File: config.mk
export PLATFORM = sky130hd
export DESIGN_NAME = id_ex_stage
export DESIGN_NICKNAME = d
export VERILOG_FILES = /design/src/rtl/id_ex_stage.sv
export SDC_FILE = /design/constraint.sdc
export NUM_CORES = 1
export LEC_CHECK = 0
export ABC_AREA = 1
export CAP_MARGIN = 30
export CORE_MARGIN = 2
export CORE_UTILIZATION = 39
export DETAILED_ROUTE_END_ITERATION = 10
export MAX_ROUTING_LAYER = met4
export PLACE_DENSITY = 0.87
export RECOVER_POWER = 25
export REMOVE_ABC_BUFFERS = 1
export SYNTH_ARGS = -nofsm -noshare
export SYNTH_HDL_FRONTEND = slang
export SYNTH_SLANG_ARGS = --single-unit
File: constraint.sdc
create_clock -name clk -period 4.3 [get_ports clk]
set_clock_uncertainty 0.15 [all_clocks]
set_input_delay 0.86 -clock clk [delete_from_list [all_inputs] [get_ports clk]]
set_output_delay 0.86 -clock clk [all_outputs]
set_load 0.05 [all_outputs]
File: src/rtl/id_ex_stage.sv
// ID->EX pipeline register: the alu's only source of operands and AluOp.
// Define ALU_FWD_EN for MEM/WB forwarding with a load-use bubble; otherwise incoming sources interlock.
module id_ex_stage #(
    parameter int XLEN     = 32,
    parameter int REGIDX_W = 5
) (
    input  logic                clk,
    input  logic                rst_n,
    input  logic                in_valid,
    output logic                in_ready,
    input  logic [2:0]          in_op,
    input  logic [REGIDX_W-1:0] in_rs1,
    input  logic [REGIDX_W-1:0] in_rs2,
    input  logic [XLEN-1:0]     in_rs1_val,
    input  logic [XLEN-1:0]     in_rs2_val,
    input  logic [XLEN-1:0]     in_imm,
    input  logic                in_use_imm,
    input  logic [REGIDX_W-1:0] in_rd,
    input  logic                in_wen,
    input  logic                flush,
    input  logic                ex_ready,
    input  logic                mem_wen,
    input  logic [REGIDX_W-1:0] mem_rd,
    input  logic [XLEN-1:0]     mem_val,
    input  logic                mem_is_load,
    input  logic                wb_wen,
    input  logic [REGIDX_W-1:0] wb_rd,
    input  logic [XLEN-1:0]     wb_val,
    output logic                out_valid,
    output logic [2:0]          out_op,
    output logic [XLEN-1:0]     out_a,
    output logic [XLEN-1:0]     out_b,
    output logic [REGIDX_W-1:0] out_rd,
    output logic                out_wen
);
    localparam logic [2:0] OP_ADD = 3'd2;

    typedef enum logic {EMPTY = 1'b0, FULL = 1'b1} state_t;

    state_t                   state_reg, state_next;
    logic [2:0]               op_reg;
    logic [1:0][XLEN-1:0]     opnd_reg;
    logic [1:0][REGIDX_W-1:0] src_reg;
    logic [1:0]               src_used_reg;
    logic [REGIDX_W-1:0]      rd_reg;
    logic                     wen_reg;

    logic [1:0][XLEN-1:0]     fwd_val;
    logic [1:0]               hazard_hit;
    logic                     full;
    logic                     hazard_stall;
    logic                     held_update;
    logic                     valid_int;
    logic                     fire_out;
    logic                     capture;

    assign full = (state_reg == FULL);

`ifdef ALU_FWD_EN
    logic [1:0] mem_hit;
    logic [1:0] wb_hit;

    // Operand 0 is rs1/a, operand 1 is rs2/b; index 0 (x0) never matches.
    for (genvar gi = 0; gi < 2; gi++) begin : g_fwd
        assign mem_hit[gi] = full && src_used_reg[gi] && (src_reg[gi] != '0)
                             && mem_wen && (src_reg[gi] == mem_rd);
        assign wb_hit[gi]  = full && src_used_reg[gi] && (src_reg[gi] != '0)
                             && wb_wen && (src_reg[gi] == wb_rd);
        assign hazard_hit[gi] = mem_hit[gi] && mem_is_load;
        assign fwd_val[gi] = mem_hit[gi] ? mem_val
                           : (wb_hit[gi] ? wb_val : opnd_reg[gi]);
    end

    assign hazard_stall = |hazard_hit;
    assign valid_int    = full && !hazard_stall;
    // A bubbling load has no data yet, so nothing is latched until WB supplies it.
    assign held_update  = full && !fire_out && !hazard_stall;
`else
    logic [1:0][REGIDX_W-1:0] in_src;
    logic [1:0]               in_used;
    logic                     unused_nofwd;

    assign in_src  = {in_rs2, in_rs1};
    assign in_used = {!in_use_imm, 1'b1};

    // Hold off decode while any in-flight writer still owns an incoming source.
    for (genvar gi = 0; gi < 2; gi++) begin : g_ilock
        assign hazard_hit[gi] = in_used[gi] && (in_src[gi] != '0)
            && ((valid_int && wen_reg && (in_src[gi] == rd_reg))
             || (mem_wen && (in_src[gi] == mem_rd))
             || (wb_wen  && (in_src[gi] == wb_rd)));
        assign fwd_val[gi] = opnd_reg[gi];
    end

    assign hazard_stall = |hazard_hit;
    assign valid_int    = full;
    assign held_update  = 1'b0;
    assign unused_nofwd = ^{mem_val, wb_val, mem_is_load, src_reg, src_used_reg};
`endif

    assign fire_out = valid_int && ex_ready;
    assign in_ready = (!full || fire_out) && !hazard_stall;
    assign capture  = in_valid && in_ready && !flush;

    always_comb begin
        state_next = state_reg;
        if (flush)
            state_next = EMPTY;
        else if (capture)
            state_next = FULL;
        else if (fire_out)
            state_next = EMPTY;
    end

    always_ff @(posedge clk or negedge rst_n) begin
        if (!rst_n) begin
            state_reg    <= EMPTY;
            op_reg       <= OP_ADD;
            opnd_reg     <= '0;
            src_reg      <= '0;
            src_used_reg <= '0;
            rd_reg       <= '0;
            wen_reg      <= 1'b0;
        end else begin
            state_reg <= state_next;
            if (capture) begin
                op_reg       <= in_op;
                opnd_reg[0]  <= in_rs1_val;
                opnd_reg[1]  <= in_use_imm ? in_imm : in_rs2_val;
                src_reg      <= {in_rs2, in_rs1};
                src_used_reg <= {!in_use_imm, 1'b1};
                rd_reg       <= in_rd;
                wen_reg      <= in_wen;
            end else if (held_update) begin
                // Keep forwarded values so they survive the producer retiring.
                opnd_reg <= fwd_val;
            end
        end
    end

    assign out_valid = valid_int;
    assign out_op    = op_reg;
    assign out_a     = fwd_val[0];
    assign out_b     = fwd_val[1];
    assign out_rd    = rd_reg;
    assign out_wen   = valid_int && wen_reg;
endmodule

---- Word level (Yosys, flattened, before mapping) ----
Cells that the tools add are included.
operators by class
  eq/ne operators ......................... 6
  mux-type cells .......................... 4
  reductions and logical operators ........ 27
operators with widths
  kind                count
  32-bit two-way mux  1
  5-bit == test       6
  1-bit logical AND   14
  5-bit nonzero test  2
  1-bit logical OR    5
  1-bit zero test     4
  1-bit two-way mux   3
  3-bit nonzero test  1
  2-bit OR reduction  1
storage, ports and cells
  register bits after elaboration ......... 74
  bits of input ports ..................... 198
  output and inout bits ................... 75

---- Logic depth before layout (Yosys ltp) ----
Gate-level depths: netlist (run 1).
  depth after elaboration ................. 12
  mapped depth ............................ 12
  mapped depth without buffers ............ 10

---- Worst setup path after synthesis (run 1) ----
OpenSTA, ideal clock, no wires.
  path type ............................... input-to-output
  start point ............................. input port in_use_imm
  end point ............................... output port in_ready
  data arrival time ....................... 2362 ps
  data required time ...................... 3290 ps
  slack ................................... 928 ps
  stages on the path ...................... 9
  path through ............................ clkbuf_1 -> inv_2 -> o31ai_1 -> inv_1 -> nand2_1 -> buf_2 -> buf_4 -> nand2_1 -> nor2_1
on the way
  longest elaborated chain between the ends .. 6
ends and longest elaborated chain
  what                RTL line  RTL
  start: declaration  17        input logic in_use_imm,
  1-bit zero test     --
  1-bit logical AND   88        assign hazard_hit[gi] = in_used[gi] && (in_src[gi] != '0)
  1-bit logical AND   89        && ((valid_int && wen_reg && (in_src[gi] == rd_reg))
  2-bit OR reduction  95        assign hazard_stall = |hazard_hit;
  1-bit zero test     102       assign in_ready = (!full || fire_out) && !hazard_stall;
  1-bit logical AND   102
  end: declaration    10        output logic in_ready,
No other way between the ends.

---- Worst setup path after layout (run 1) ----
  start point ............................. input port in_rs1[3]
  end point ............................... output port in_ready
on the way
  longest elaborated chain between the ends .. 8
ends and longest elaborated chain
  what                                  RTL line  RTL
  start: declaration                    12        input logic [REGIDX_W-1:0] in_rs1,
  5-bit == test (on tied branches)      89, 90
  1-bit logical AND (on tied branches)  89, 90
  1-bit logical OR                      90        || (mem_wen && (in_src[gi] == mem_rd))
  1-bit logical OR                      91        || (wb_wen && (in_src[gi] == wb_rd)));
  1-bit logical AND (*)                 89
  2-bit OR reduction (*)                95
  1-bit zero test (*)                   102
  1-bit logical AND (*)                 102
Mark *: on every way between the ends. The rest lies on a longest branch, timed or not.

==> impl.org, run 1 <==
** Status
- The run finished with clean final reports.

** Drt
- In this run, the number of DRC markers left after iteration 0 of detailed routing was 319.
- In the routed design, unresolved DRC markers number 0.
- Using the TritonRoute via totals, the vias-per-cell ratio works out to 5.03.
- For this run, the detailed router's first-pass iteration total came to 5.
- Drt total wl :: 12900 um
- Wirelength per Cell :: 14.4 um
- Via Count :: 4506
- Remaining antenna violation count after routing :: 0

** Yosys
- Synth Register Bits :: 74
- Cell taking the most area after synthesis :: sky130_fd_sc_hd__dfrtp_1
- Summing the sequential cell areas from Yosys gives 45.7% of the chip area.
- Count of distinct cell types in the synthesized netlist :: 22
- Per-instance average area after synthesis :: 7.15 um2
- During synthesis, Yosys emitted a total of 0 warnings.
- In the post-synthesis netlist, the biggest area contributors are sky130_fd_sc_hd__dfrtp_1, sky130_fd_sc_hd__nand2_1, sky130_fd_sc_hd__nand4_1, sky130_fd_sc_hd__nor2_1, sky130_fd_sc_hd__buf_6.
- After synthesis the cells add up to 4060 um2.
- Fraction of synthesized cell area taken by the top area cell type :: 45.0%
- Counting every instance in the synthesized netlist gives 568.

** Clocking
- Clock latency on the worst-skew pair, taken at its later pin, is 0.34 ns.
- Buffers inserted to repair hold after CTS numbered 0.
- Clock-pin slew was measured on the worst setup and hold paths at 0.07 ns.
- TritonCTS clock tree :: done
- In this run the post-CTS setup repair buffer count came out at 0.
- CTS buffer count :: 9
- CTS built an H-tree with a depth of 3.
- Clock sink total :: 74
- The tree is rooted in a sky130_fd_sc_hd__clkbuf_8.
- Max Buffers Root-to-Sink :: 2
- # resized after CTS :: 0

** Timing
- Worst-margin pin slew :: 1.49 ns
- Total setup violations reported at the end of the flow :: 0
- Setup repair after global routing left no endpoint under its margin.
- FMAX :: 0.289 GHz
- Hold slack :: 0.320 ns
- Dividing the final minimum period by the clock period gives 80.5%.
- Final critical delay including setup and external delays :: 3.46 ns
- Headroom to the max-slew limit came out at 0.853%.
- Number of hold violations in the final report :: 0
- The number of max-slew violations in the final report came to 0.

** Die
- Row count :: 37
- The die covers 11200 um2.
- Die W :: 106 um
- Pin placement for this block handled 273 I/O pins.
- In this run the vertical extent of the chip is 106 um.
- Area of the core region :: 10200 um2
- Once the floorplan was initialized, standard cells occupied 39.7% of the core.

** Pwr
- Power per unit of standard cell area :: 417 nW/um2
- Across the VDD grid, the largest voltage drop is 194 uV.
- In this run the static leakage power is 3.18 nW.

** Final layout
- Leaving out filler cells and counting taps, the final layout contains 896.
- Relative to the synthesized area, the layout overhead comes to 57.0%.
- In the final layout, the multi-input gates occupy 1880 um2.
- Summing all flip-flop and latch instances after layout gives 1850 um2.
- FILL cells :: 921
- Fraction of layout instances using a drive strength above 1 :: 4.87%
- At the end of the flow, the number of nets in the layout was 953.
- Diode insertion count for antenna repair :: 0

** Worst setup path
- STA puts the critical path data required time at 3.29 ns.
- Endpoint arrival time on the critical path :: 2.45 ns
- CP Capture Type :: output pin
- Worst-case register-to-register setup slack :: 2.07 ns
- Along the worst path, the maximum fanout reaches 5.
- Element type at the critical path start :: input pin
- The critical path is of the in2out type.

** Global route
- Antenna violations before repair :: 0
- Overall track demand over capacity in global routing :: 23.7%
- Total gr overflow :: 0
- Maximum number of pins on one net before global-route repair :: 75
- First-pass GRT wire length :: 20700 um
- The via count of the first global-routing pass was 4386.

** Placed design
- Inst Count DP :: 879
- Port buffering added 207 buffers.
- Total half-perimeter wirelength after legalization and detailed placement :: 9170 um
- Placer Congestion :: 0.870

** Worst hold path
- The worst hold path belongs to the class reg2reg.

** Flow run
- Max_cap viols :: 0
## report_power, final
| part | leakage, nW | switching [mW] | total [mW] | internal (mW) |
|---|---|---|---|---|
| Combinational | 2.15 | 0.769 | 1.19 | 0.423 |
| Clock | 0.107 | 0.258 | 0.558 | 0.301 |
| Sequential | 0.922 | 0.0814 | 0.909 | 0.828 |
| Total | 3.18 | 1.11 | 2.66 | 1.55 |
## layout make-up
class | instances | area share [%]
Clock buffer | 12 | 2.44
Clock inverter | 4 | 0.766
Inverter | 29 | 1.71
Multi-Input combinational cell | 427 | 29.6
Sequential cell | 74 | 29.1
Tap cell | 136 | 2.67
Timing Repair Buffer | 214 | 33.8
## cells in the mapped netlist (all sizes together)
cell    count
o31ai       1
nand4      74
inv        29
xor2        4
nand3      10
dfrtp      73
clkbuf     11
dfstp       1
a21oi       2
buf        27
nand2     298
nor2       27
nor3        2
o21ai       9
## placed cells by master, fill, tap and decap left out, drive strengths merged, types with 2 or more instances in the layout
cell,netlist,layout
nor2,27,27
nand2,298,298
clkdlybuf4s50,0,205
clkbuf,11,14
inv,29,30
dfrtp,73,73
nand4,74,74
nor3,2,2
clkinv,0,2
buf,27,7
o21ai,9,9
a21oi,2,2
xor2,4,4
nand3,10,10
## cell families after synthesis
logic type	Yosys count	share of synthesized area (%)
AO/OA/AOI/OAI	12	1.82
XOR/XNOR	4	0.863
buffers and inverters	67	8.38
flip-flops	74	45.7
AND/OR/NAND/NOR	411	43.3
## stage by stage
stage	utilization, %	setup slack, ns	power [mW]	area [um2]	TNS, ns
2_1_floorplan	-	-0.906	1.60	3830	-67.00
3_3_place_gp	60.3	0.804	2.09	6170	0
3_5_place_dp	60.3	0.809	2.12	6170	0
4_1_cts	62.3	0.811	2.68	6370	0
5_1_grt	62.3	0.716	2.79	6370	0
6_report	62.3	0.836	2.66	6370	0
## metal layers
metal | part of all wire [%] | track usage [%] | wire length, um | vias to the layer above
met5 | 0 | - | 0 | -
met4 | 2.4 | 8.74 | 309 | 0
met3 | 6.9 | 3.86 | 887 | 26
met2 | 48 | 39.1 | 6190 | 206
met1 | 43 | 29.4 | 5560 | 2075
li1 | - | - | - | 2199
## worst max-delay path: stages
cell	delay, ns
sky130_fd_sc_hd__clkdlybuf4s50_1	0.55
sky130_fd_sc_hd__nor3_1	0.28
sky130_fd_sc_hd__nand3_1	0.21
sky130_fd_sc_hd__nand2_2	0.15
sky130_fd_sc_hd__nand2_1	0.06
sky130_fd_sc_hd__nor2_1	0.17
sky130_fd_sc_hd__buf_12	0.17
## worst paths after layout
| path | startpoint | endpoint | cells after the start |
|---|---|---|---|
| max | in_rs1[3] | in_ready | 7 |
| min | out_a[30] | out_a[30] | 2 |
| max reg2reg | out_rd[3] | out_b[2] | 9 |
| min reg2reg | out_a[30] | out_a[30] | 2 |
| max in group asynchronous | rst_n | out_a[25] | 2 |
| min in group asynchronous | rst_n | out_a[8] | 1 |
(Power assumes the default switching activity.)
==> run 2, diff against run 1 <==
Settings changed: CORE_UTILIZATION 39 to 36, PLACE_DENSITY 0.87 to 0.81.
Clock period 4.3 ns to 3.35 ns, I/O delays scaled along.
==> run 2 against run 1 <==
Compared with the run above: the run now ends with max-capacitance violations left; combinational power grew 29%; utilization shrank 2.9 points; total power grew 40%; via count grew 0.95%; critical path type unchanged; critical endpoint unchanged; highest routed layer unchanged.
==> impl.org, run 2 (same netlist as run 1, synthesis figures left out) <==
** Timing
- Setup repair after global routing left no endpoint under its margin.
- Setup violations remaining at the end of the flow were counted as 0.
- Relative slew slack :: 1.12%
- Worst-margin pin slew :: 1.48 ns
- The smallest clock period supported by the final layout is computed as 3.06 ns.
- The tightest hold path in the finished design has a slack of 0.252 ns.
- The number of hold-slack violations in the final timing report is 0.
- The number of max-slew violations in the final report came to 0.
- The final critical path takes up 91.4% of the cycle.
- Final-layout setup total negative slack :: 0 ns
- FMAX :: 0.327 GHz

** Worst setup path
- Worst EP required :: 2.53 ns
- Critical-path top delay cell :: sky130_fd_sc_hd__clkdlybuf4s50_1
- Endpoint arrival time on the critical path :: 2.24 ns
- The worst setup path is launched from an input pin.
- CP Capture Type :: output pin
- In this run the worst path has a maximum fanout of 5.
- Worst path buffer plus inverter count :: 2
- Broken down by cell family, the worst path's largest delay share belongs to simple AND/OR/NAND/NOR gates.
- The cell that appears most often on the critical path is sky130_fd_sc_hd__nand2_1.
- Type of the worst setup path :: in2out
- Counting cells, the worst reg-to-reg path comes to 11.
- Critical-path cell list :: clkdlybuf4s50_1, nand2_1, nand2_1, nor2_1, nand3_1, nand3_2, nand2_2, nand2_1, nor2_1, buf_12
- Worst stage delay on the critical path :: 0.60 ns
- Total number of cells along the worst setup path :: 10

** Global route
- Entering global routing, the biggest net connects 75 pins.
- Via count of the first global-routing pass :: 4319
- After global routing the overflow that remains totals 0.
- Overall track demand over capacity in global routing :: 21.7%
- The number of antenna violations at the first check in global routing came to 0.
- The first global-routing pass estimated 20200 um of wire.

** Final layout
- Diode insertion count for antenna repair :: 0
- Multi-input combinational cell area :: 1880 um2
- Layout Area Growth over Synthesis :: 60.0%
- Post-route cell area :: 6490 um2
- Fraction of layout instances using a drive strength above 1 :: 5.11%
- Most used cells in the layout excluding fill and tap cells :: sky130_fd_sc_hd__nand2_1, sky130_fd_sc_hd__clkdlybuf4s50_1, sky130_fd_sc_hd__nand4_1, sky130_fd_sc_hd__dfrtp_1, sky130_fd_sc_hd__nor2_1
- Most common cell after layout, fill and taps aside :: sky130_fd_sc_hd__nand2_1
- Util after Layout :: 59.4%
- Sequential cell area :: 1850 um2
- Layout Nets :: 956
- The layout has 998 filler cells.

** Pwr
- Summed over all cells, the static leakage comes to 3.23 nW.
- The design draws 3.72 mW.
- Power per unit of standard cell area :: 573 nW/um2
- IR analysis of the VDD net gives a maximum drop of 288 uV.

** Die
- Area of the die :: 12100 um2
- Initial Utilization :: 37.1%
- Area of the core region :: 10900 um2
- For this design the top-level I/O count stands at 273.
- Row count :: 38
- Die Span Y :: 110 um
- The die is 110 um wide.

** Status
- Outcome :: finished, violations left
- The checks that failed: max-capacitance violations.

** Clocking
- Root buffer cell :: sky130_fd_sc_hd__clkbuf_16
- # resized after CTS :: 0
- Clock sink total :: 74
- Clock tree synthesis inserted a total of 9 buffers.
- Max Buffers Root-to-Sink :: 2
- TritonCTS clock tree :: done
- Buffers inserted to repair hold after CTS numbered 0.
- Setup Fix Bufs, Post-CTS :: 0
- The clock tree synthesis step divided the H-tree into 3 levels.
- The clock reaches the later pin of the worst-skew pair after 0.33 ns.
- Worst-path clk slew :: 0.06 ns

** Drt
- For this block, the initial DRC count from the detailed router was 361.
- After detailed routing, the number of vias per cell comes to 5.04.
- For this block, the routed nets add up to 13300 um of wire.
- Remaining antenna violation count after routing :: 0
- The detailed router placed 4549 vias in this run.
- After detailed routing, the number of remaining DRC violations is 0.
- Detailed Routing Iterations Pass 1 :: 5
- Dividing the detail-routed wire length by the instance count gives 14.7 um.

** Worst hold path
- The min-delay analysis places its worst path in the category in2async.

** Placed design
- Placed standard-cell area :: 6180 um2
- Number of port buffers :: 207
- The HPWL after detailed placement is 9350 um.
- Placer Congestion :: 0.894

** Flow run
- The tool flagged a number of max-cap violations equal to 1.
[run 2: cell count changes in the layout (fill, tap and decap cells not counted)]
cell,before,now
sky130_fd_sc_hd__bufinv_16,1,2
sky130_fd_sc_hd__buf_12,3,2
sky130_fd_sc_hd__clkbuf_16,0,9
sky130_fd_sc_hd__inv_6,1,0
sky130_fd_sc_hd__buf_4,4,8
sky130_fd_sc_hd__clkinv_4,0,1
sky130_fd_sc_hd__clkbuf_1,2,3
sky130_fd_sc_hd__clkbuf_8,11,0
[run 2: power breakdown]
| group | total [mW] | internal, mW | switching, mW |
|---|---|---|---|
| registers | 1.17 | 1.06 | 0.107 |
| logic | 1.53 | 0.542 | 0.986 |
| clock network | 1.02 | 0.651 | 0.370 |
[run 2: layout make-up]
type,count,area share [%]
timing repair buffer,217,33.3
multi-input combinational,427,29.0
sequential,74,28.5
clock buffer,11,3.58
tap,140,2.70
inverter,29,1.68
clock inverter,5,1.21
[run 2: final timing paths]
kind / from / to / slack, ns
worst max register to register: out_rd[3] / out_a[12] / 1.14
max in group asynchronous: rst_n / out_a[0] / 0.86
min in group clk: out_a[5] / out_a[5] / 0.32
worst max-delay path: in_rs1[3] / in_ready / 0.29
worst min-delay path: rst_n / out_a[21] / 0.25
worst min register to register: out_a[5] / out_a[5] / 0.32
[run 2: worst register-to-register path: stages, from the launching register on]
cell and delay, ns:
sky130_fd_sc_hd__dfrtp_1 0.43, sky130_fd_sc_hd__inv_1 0.09, sky130_fd_sc_hd__nand2_1 0.05, sky130_fd_sc_hd__nand2_1 0.07, sky130_fd_sc_hd__nor2_1 0.06, sky130_fd_sc_hd__nand3_1 0.09
sky130_fd_sc_hd__nand3_2 0.11, sky130_fd_sc_hd__nand2_2 0.11, sky130_fd_sc_hd__nand4_4 0.39, sky130_fd_sc_hd__buf_4 0.39, sky130_fd_sc_hd__nand2_1 0.11, sky130_fd_sc_hd__nand2_1 0.06
[run 2: per-stage QoR]
step | std cells | worst slack (ns)
global placement | 886 | 0.317
CTS | 902 | 0.305
finish | 903 | 0.289
floorplan | 530 | -1.67
global route | 903 | 0.135
detailed placement | 886 | 0.288
[run 2: layer usage]
metal	GRT usage (%)	routed length, um
met5	-	0
met4	8.13	264
met3	4.06	1200
met2	35.5	6380
met1	26.8	5460
==> run 3, diff against run 2 <==
Settings changed: REMOVE_ABC_BUFFERS 1 to unset.
==> run 3 against run 2 <==
Compared with the run above: the run ends with max-capacitance violations, max-slew violations left; count of clock-buffer cells in the layout decreased by 2; via count shrank 2.0%; worst setup slack got worse by 0.094 ns; routed wire length down 0.37%; final cell count increased by 0.11%; hold slack better by 0.067 ns; final area about the same; total power is 0.74% lower; global-route usage rose by 0.89 points; register-to-register slack barely moved; sequential share of layout area about the same.
==> impl.org, run 3 (same netlist as run 1, synthesis figures left out) <==
** Final layout
- FILL cells :: 1005
- Diode insertion count for antenna repair :: 0
- Leaving out fill and tap cells, the most frequent cells in the layout are sky130_fd_sc_hd__nand2_1, sky130_fd_sc_hd__clkdlybuf4s50_1, sky130_fd_sc_hd__nand4_1, sky130_fd_sc_hd__dfrtp_1, sky130_fd_sc_hd__nor2_1.
- Measured on the finished design, the core utilization comes to 59.3%.
- Most common cell after layout, fill and taps aside :: sky130_fd_sc_hd__nand2_1
- Post-route cell area :: 6490 um2
- Layout Nets :: 957
- Fraction of layout instances using a drive strength above 1 :: 5.37%
- Layout Area Growth over Synthesis :: 59.8%

** Worst hold path
- The tightest min-delay check is of the reg2reg type.

** Drt
- The final route contains 4457 vias.
- In the final routed layout, each cell accounts on average for 14.7 um.
- Remaining antenna violation count after routing :: 0
- For this run, design rule violations remaining after detail routing come to 0.
- For this run, the detailed router's first-pass iteration total came to 5.
- Dividing the detail-routed via count by the number of cells gives 4.93.
- In this run, the number of DRC markers left after iteration 0 of detailed routing was 338.
- Wires add up to 13300 um.

** Status
- The run finished, with violations left.
- The checks that failed: max-capacitance violations, max-slew violations.

** Die
- The die covers 12100 um2.
- From left edge to right edge, the die measures 110 um.
- Row count :: 38
- In this run the vertical extent of the chip is 110 um.
- Initial Utilization :: 37.1%
- Pin placement for this block handled 273 I/O pins.
- Area of the core region :: 10900 um2

** Clocking
- TritonCTS built the clock tree.
- # resized after CTS :: 0
- The longest clock path from root to sink contains 2 buffers.
- The H-tree was split into 3 levels.
- The clock drives 74 sinks.
- Root buffer cell :: sky130_fd_sc_hd__clkbuf_16
- In this run the post-CTS setup repair buffer count came out at 0.
- After clock tree synthesis, the clock-pin slew on the worst setup and hold paths is 0.06 ns.
- The later pin in the worst-skew pair is clocked with a latency of 0.33 ns.
- Counting the buffers created by CTS gives 9.

** Placed design
- At the end of routability-driven placement, the weighted congestion stood at 0.910.
- Total half-perimeter wirelength after legalization and detailed placement :: 9770 um
- Placed standard-cell area :: 6170 um2
- Port buffering added 207 buffers.
- DP Worst Slack :: 0.182 ns

** Pwr
- For this design the static power due to leakage is 3.22 nW.
- IR analysis of the VDD net gives a maximum drop of 314 uV.
- Power per unit of standard cell area :: 569 nW/um2

** Global route
- Via count of the first global-routing pass :: 4388
- For this run, the total global-route usage over all layers was measured as 22.6%.
- Summed over all layers, the global routing overflow is 0.
- Antenna violations before repair :: 0
- Entering global routing, the biggest net connects 75 pins.
- First-pass GRT wire length :: 20700 um

** Worst setup path
- STA classifies the critical path endpoint as an output pin.
- Counting both buffers and inverters, the worst setup path holds a total of 3.
- Most used cell along the critical path :: sky130_fd_sc_hd__nand2_1
- For the worst setup path, the data required time is 2.53 ns.
- Type of the worst setup path :: in2out
- STA classifies the critical path startpoint as an input pin.
- Cell class contributing the biggest share of worst-path delay :: buffers and inverters
- For this design, the slowest cell found on the critical path is sky130_fd_sc_hd__clkdlybuf4s50_1.
- Critical-path cell list :: clkdlybuf4s50_1, inv_2, nand2_1, nand2_1, nor2_1, nand3_1, nand3_2, nand2_2, nand2_1, nor2_1, buf_12
- Endpoint arrival time on the critical path :: 2.34 ns
- Peak fanout along the critical path :: 5
- For this run, the slowest stage of the critical path takes 0.53 ns.

** Timing
- Share of the clock period used by the worst path after layout :: 94.2%
- Setup total negative slack on the finished layout was measured at 0 ns.
- For the finished layout, the period the worst path requires is 3.16 ns.
- Worst-margin pin slew :: 1.76 ns
- The number of max-slew violations in the final report was 74.
- Setup repair after global routing left no endpoint under its margin.
- The number of hold-slack violations in the final timing report was 0.
- FMAX :: 0.317 GHz
- Minimum setup slack in the final design :: 0.195 ns
- Relative slew slack :: -17.3%
- Setup violations remaining at the end of the flow were counted as 0.

** Yosys
- When the netlist entered floorplanning its net count stood at 766.

** Flow run
- Max_cap viols :: 1
[run 3: cell count changes in the layout (fill, tap and decap cells not counted), sizes merged]
cell and change:
clkinvlp +2, clkbuf -2, inv +4, clkinv -3, bufinv -1, dlygate4sd3 +1
[run 3: worst paths after layout]
kind	startpoint	endpoint	slack, ns	cells past startpoint
setup reg to reg	out_rd[3]	out_b[10]	1.15	9
setup / recovery	in_rs1[0]	in_ready	0.19	11
hold reg to reg	out_b[18]	out_b[18]	0.32	2
hold / removal	out_b[18]	out_b[18]	0.32	2
max in group asynchronous	rst_n	out_rd[0]	0.64	3
min in group asynchronous	rst_n	out_a[18]	0.49	2
[run 3: where the power goes]
group          total, mW  switching, mW  internal (mW)
logic               1.52          0.983          0.541
clock network       1.00          0.410          0.590
registers           1.17          0.106           1.06
total               3.69           1.50           2.20
[run 3: layer usage]
layer	GRT usage (%)	wire, um
met3	5.00	1060
met1	25.9	5430
met5	-	0
met2	39.5	6550
met4	6.96	222
[run 3: metrics by stage]
stage | hold slack, ns | total power [mW] | std cells
after floorplan | 0.224 | 2.09 | 568
after global placement | 0.303 | 2.69 | 886
after detailed placement | 0.308 | 2.72 | 886
after CTS | 0.324 | 3.73 | 902
after global routing | 0.333 | 3.87 | 904
final | 0.318 | 3.69 | 904
[run 3: area by class of cell]
class,count,area (um2),area share (%)
Clock buffer,9,225,3.47
Inverter,29,109,1.68
Multi-Input combinational cell,427,1880,29.0
Clock inverter,7,82.6,1.27
Tap cell,140,175,2.70
Timing Repair Buffer,218,2160,33.3
Sequential cell,74,1850,28.6
[run 3: repair_timing]
action | 4_1_cts | 5_1_grt
endpoints found under the hold margin | 0 | 1
setup endpoints to repair | 0 | 0
hold buffers | 0 | 1
[run 3: worst min-delay path: cells and delay by family (launching register included)]
kind             cells  cell delay, ns
AND/OR/NAND/NOR      2            0.09
flip-flops           1            0.34
